$ cat src/rtl/snake_input_ctrl.sv
// Button conditioner for the snake game: 2-flop sync, per-button debounce, press
// edge detection, Ack pulse on BtnC and a Tick-committed pending heading buffer.
module snake_input_ctrl #(
    parameter int DB_CYCLES = 250000
) (
    input  logic       Clk,
    input  logic       Reset,
    input  logic       BtnU,
    input  logic       BtnR,
    input  logic       BtnD,
    input  logic       BtnL,
    input  logic       BtnC,
    input  logic       Tick,
    input  logic       Enable,
    output logic [4:0] Btn_Db,
    output logic       Ack_Pulse,
    output logic [1:0] Dir,
    output logic       Pend_Valid,
    output logic [1:0] Pend_Dir
);

    localparam int CW = (DB_CYCLES > 1) ? $clog2(DB_CYCLES) : 1;
    localparam logic [CW-1:0] CNT_MAX = CW'(DB_CYCLES - 1);

    localparam logic [1:0] DIR_UP    = 2'b00;
    localparam logic [1:0] DIR_RIGHT = 2'b01;
    localparam logic [1:0] DIR_DOWN  = 2'b10;
    localparam logic [1:0] DIR_LEFT  = 2'b11;

    typedef enum logic {IDLE, PEND} state_t;

    function automatic logic [1:0] opposite(input logic [1:0] d);
        return {~d[1], d[0]};
    endfunction

    logic [4:0]    raw;
    logic [4:0]    sync_p0, sync_p1;
    logic [CW-1:0] cnt   [5];
    logic [CW-1:0] cnt_n [5];
    logic [4:0]    db_n;
    logic [4:0]    db_p2;
    logic [4:0]    rise;

    state_t        state, state_n;
    logic [1:0]    dir_n, pend_n;
    logic          cand_valid;
    logic [1:0]    cand;
    logic          commit;
    logic [1:0]    ref_dir;
    logic          legal;

    assign raw = {BtnC, BtnL, BtnD, BtnR, BtnU};

    // Stage p0/p1: two-flop synchronizer
    always_ff @(posedge Clk or posedge Reset) begin
        if (Reset) begin
            sync_p0 <= '0;
            sync_p1 <= '0;
        end else begin
            sync_p0 <= raw;
            sync_p1 <= sync_p0;
        end
    end

    always_comb begin
        db_n = Btn_Db;
        for (int i = 0; i < 5; i++) begin
            cnt_n[i] = '0;
            if (sync_p1[i] != Btn_Db[i]) begin
                if (cnt[i] == CNT_MAX) db_n[i] = ~Btn_Db[i];
                else                   cnt_n[i] = cnt[i] + CW'(1);
            end
        end
    end

    // Stage p2: debounced level, its delayed copy for edge detection, Ack
    always_ff @(posedge Clk or posedge Reset) begin
        if (Reset) begin
            for (int i = 0; i < 5; i++) cnt[i] <= '0;
            Btn_Db    <= '0;
            db_p2     <= '0;
            Ack_Pulse <= 1'b0;
        end else begin
            for (int i = 0; i < 5; i++) cnt[i] <= cnt_n[i];
            Btn_Db    <= db_n;
            db_p2     <= Btn_Db;
            Ack_Pulse <= rise[4];
        end
    end

    assign rise = Btn_Db & ~db_p2;

    always_comb begin
        cand_valid = |rise[3:0];
        if      (rise[0]) cand = DIR_UP;
        else if (rise[1]) cand = DIR_RIGHT;
        else if (rise[2]) cand = DIR_DOWN;
        else              cand = DIR_LEFT;
    end

    // A Tick with a pending heading commits first; the candidate is judged against that.
    assign commit  = Tick && (state == PEND);
    assign ref_dir = commit ? Pend_Dir : Dir;
    assign legal   = cand_valid && (cand != ref_dir) && (cand != opposite(ref_dir));

    always_comb begin
        state_n = state;
        dir_n   = Dir;
        pend_n  = Pend_Dir;
        if (!Enable) begin
            state_n = IDLE;
            dir_n   = DIR_RIGHT;
            pend_n  = DIR_RIGHT;
        end else begin
            if (commit) begin
                dir_n   = Pend_Dir;
                state_n = IDLE;
            end
            if (legal) begin
                pend_n  = cand;
                state_n = PEND;
            end else if ((state == PEND) && !Tick && cand_valid && (cand == Dir)) begin
                state_n = IDLE;
            end
        end
    end

    // Stage p3: committed heading and pending buffer
    always_ff @(posedge Clk or posedge Reset) begin
        if (Reset) begin
            state    <= IDLE;
            Dir      <= DIR_RIGHT;
            Pend_Dir <= DIR_RIGHT;
        end else begin
            state    <= state_n;
            Dir      <= dir_n;
            Pend_Dir <= pend_n;
        end
    end

    assign Pend_Valid = (state == PEND);

endmodule

$ cat config.mk
export PLATFORM = sky130hd
export DESIGN_NAME = snake_input_ctrl
export DESIGN_NICKNAME = d
export VERILOG_FILES = /design/src/rtl/snake_input_ctrl.sv
export SDC_FILE = /design/constraint.sdc
export NUM_CORES = 1
export LEC_CHECK = 0
export CELL_PAD_IN_SITES_DETAIL_PLACEMENT = 2
export CELL_PAD_IN_SITES_GLOBAL_PLACEMENT = 2
export CORE_ASPECT_RATIO = 1.5
export CORE_MARGIN = 3
export CORE_UTILIZATION = 31
export CTS_CLUSTER_SIZE = 20
export DETAILED_ROUTE_END_ITERATION = 6
export PLACE_DENSITY_LB_ADDON = 0.1
export REMOVE_ABC_BUFFERS = 1
export SLEW_MARGIN = 5
export SYNTH_ARGS = -nofsm -noshare
export SYNTH_HDL_FRONTEND = slang
export SYNTH_SLANG_ARGS = --single-unit
$ cat constraint.sdc
create_clock -name Clk -period 5 [get_ports Clk]
set_input_delay 1.25 -clock Clk [delete_from_list [all_inputs] [get_ports Clk]]
set_output_delay 1.25 -clock Clk [all_outputs]
set_load 0.05 [all_outputs]
==> flow_metrics.env <==
export IMPL_antenna_found_initial=0
export IMPL_worst_pin_slew_ns=0.873
export IMPL_path_clk_slew_ns=0.06
export IMPL_fin_nets=557
export IMPL_finalSetupViolCount=0
export IMPL_setup_ws_ns=1.95
export IMPL_rsz0062_at_grt="false"
export IMPL_grt_usage_pct=14.6
export IMPL_min_path_type="flip-flop to flip-flop"
export IMPL_yosys_area_top_type="dfrtp_1"
export IMPL_fin_crit_ns=3.05
export IMPL_cp_max_fo=3
export IMPL_yosys_top_cells_area="dfrtp_1 53%, xnor2_1 8.6%, nor2_1 7.8%"
export IMPL_die_area_sq_um=19000
export IMPL_p_leak_nw=2.69
export IMPL_layout_area_overhead_vs_synth_pct=18.4
export IMPL_mostFrequentLayoutCells="114 x dfrtp_1, 112 x nor2_1, 53 x xnor2_1"
export IMPL_routedWlPerCell_um=16.4
export IMPL_insertion_delay_ns=0.41
export IMPL_syn_instance_count=517
export IMPL_finalSetupTns_ns=0
export IMPL_slew_viol_final=0
export IMPL_synth_top_area_share_pct=53.1
export IMPL_outcome="finished clean"
export IMPL_clock_path_buffers=2
export IMPL_pin_count=20
export IMPL_slew_headroom_pct=41.8
export IMPL_synth_cell_types=41
export IMPL_fin_crit_sh_pct=61.0
export IMPL_synthFlopType="dfrtp_1"
export IMPL_die_y_um=167
export IMPL_cpPeakStageDelay_ns=0.85
export IMPL_synth_edff_count=0
export IMPL_postCtsSetupRepairBufs=0
export IMPL_io_buffer_count=19
export IMPL_async_flop_share_pct=100
export IMPL_pre_cts_ws_ns=2.21
export IMPL_cp_start_kind="flip-flop"
export IMPL_skew_ns=0.00911
export IMPL_p_per_area_nw_per_um2=361
export IMPL_required_ns=3.75
export IMPL_syn_area_per_cell_sq_um=10.4
export IMPL_grt_max_degree=68
export IMPL_insertedDiodeCount=0
export IMPL_crit_slowest_cell="clkdlybuf4s50_1"
export IMPL_ant_nets=0
export IMPL_grt_ovfl_total=0
export IMPL_ys_seq_elements=116
export IMPL_layout_commonest_cell="dfrtp_1"
export IMPL_post_route_drc_count=0
export IMPL_num_rows=58
export IMPL_max_cap_viol_count=0
export IMPL_seq_area_frac_synth_pct=54.1
export IMPL_cts_buffers=17
export IMPL_wirelength_mm=12.6
export IMPL_cts_max_level=4
export IMPL_drive_gt1_share_pct=10.4
export IMPL_hold_viol=0
export IMPL_yosys_warnings=0
export IMPL_cts_sink_count=116
export IMPL_criticalPathCategory="flip-flop to output pin"
export IMPL_ir_drop_mv=0.177
export IMPL_postCtsHoldBufs=0
export IMPL_cts_resized=0
export IMPL_fillCellCount=1833
export IMPL_start_util_pct=31.8
export IMPL_critical_path_top_delay_family="buffers and inverters"
export IMPL_critPathBufInv=1
export IMPL_cts_tree="built"
export IMPL_max_freq_mhz=328
export IMPL_grt_pass1_wl_mm=22.0
export IMPL_die_w_um=114
export IMPL_crit_arrival_ns=1.80
export IMPL_finalWeightedCongestion=0.741
export IMPL_syn_cell_area_sq_um=5380
export IMPL_hpwl_mm=8.72
export IMPL_cts_root_buf="clkbuf_16"
export IMPL_path_cells="clkdlybuf4s50_1"
export IMPL_core_sq_um=16900
export IMPL_end_kind="output pin"
export IMPL_first_global_vias=4305
export IMPL_via_count=3796
export IMPL_dr_pass1_iters=4
export IMPL_initialDrtViolationCount=100
export IMPL_vias_per_cell=4.96
==> path summary, 6_finish.rpt <==
path	slack, ns	endpoint	cells after the start	startpoint
max	1.95	Dir[0]	1	Dir[0]
min	0.35	sync_p1[0]	0	sync_p0[0]
max reg2reg	2.78	cnt[34]	5	cnt[18]
min reg2reg	0.35	sync_p1[0]	0	sync_p0[0]
max in group asynchronous	2.78	Dir[0]	3	Reset
min in group asynchronous	1.38	db_p2[4]	2	Reset
==> synthesized netlist by cell type (2+ instances only) <==
| cell | number |
|---|---|
| a21oi_1 | 3 |
| mux2i_1 | 3 |
| nand4_2 | 2 |
| and4_1 | 4 |
| dfstp_2 | 2 |
| nor2_2 | 5 |
| or2_2 | 2 |
| xor2_1 | 33 |
| nand2_1 | 32 |
| nor4_2 | 2 |
| or2_1 | 3 |
| nor4_1 | 17 |
| nor3_1 | 6 |
| o21ai_0 | 3 |
| ha_1 | 5 |
| dfrtp_1 | 114 |
| buf_2 | 2 |
| and3_1 | 12 |
| nor2b_1 | 6 |
| nor2_1 | 112 |
| nand3_1 | 27 |
| buf_6 | 5 |
| nand2b_1 | 5 |
| nor4bb_1 | 2 |
| nor4b_1 | 2 |
| xnor2_1 | 53 |
| buf_4 | 5 |
| inv_1 | 16 |
| a21boi_0 | 2 |
| mux2_2 | 6 |
| nand4_1 | 16 |
==> kinds of logic (layout without fill, tap and decap cells) <==
family	after synthesis	after routing	synth area share (%)
AOI/OAI and AO/OA	8	8	0.838
and+or+nand+nor	264	264	25.0
muxes	9	9	1.82
adders and majority gates	5	5	1.16
xor gates and xnor gates	86	86	14.0
DFF	116	116	54.1
buffers and inverters	29	68	3.12
==> metal layers <==
| metal | track usage, % | part of all wire, % | up-vias |
|---|---|---|---|
| li1 | - | - | 1767 |
| met1 | 16.4 | 41 | 1973 |
| met2 | 26.1 | 55 | 37 |
| met3 | 3.83 | 2.8 | 19 |
| met4 | 5.49 | 1.7 | 0 |
| met5 | 0 | 0 | - |
==> area by class of cell <==
type,count,area (sq um),area share [%]
flip-flops and latches,116,2910,45.6
multi-input cells,372,2300,36.2
clock buffers,24,502,7.88
well taps,210,263,4.13
repair buffers,20,210,3.30
clock inverters,8,121,1.91
inverters,16,62.6,0.983
==> power by group <==
group | total [W] | switching (W) | internal, W
registers | 0.000964 | 0.0000103 | 0.000954
clock network | 0.00127 | 0.000422 | 0.000848
logic | 0.0000614 | 0.0000427 | 0.0000186
==> flip-flops by register name, indices dropped and copies added (netlist names), 2 cells and up <==
register,flops
cnt,90
Btn_Db,5
db_p2,5
sync_p0,5
sync_p1,5
Dir,2
Pend_Dir,2
==> per-stage QoR <==
| stage | cells | hold WS (ns) | instance area [sq um] | util (%) | total power, W |
|---|---|---|---|---|---|
| after floorplan | 504 | 0.331 | 5270 | - | 0.00102 |
| after global placement | 734 | 0.334 | 5740 | 34.0 | 0.00104 |
| after detailed placement | 734 | 0.336 | 5740 | 34.0 | 0.00105 |
| after CTS | 766 | 0.349 | 6370 | 37.6 | 0.00234 |
| after global routing | 766 | 0.358 | 6370 | 37.6 | 0.00239 |
| final | 766 | 0.346 | 6370 | 37.6 | 0.00230 |
Note: power is estimated with default switching activity, not from simulation.
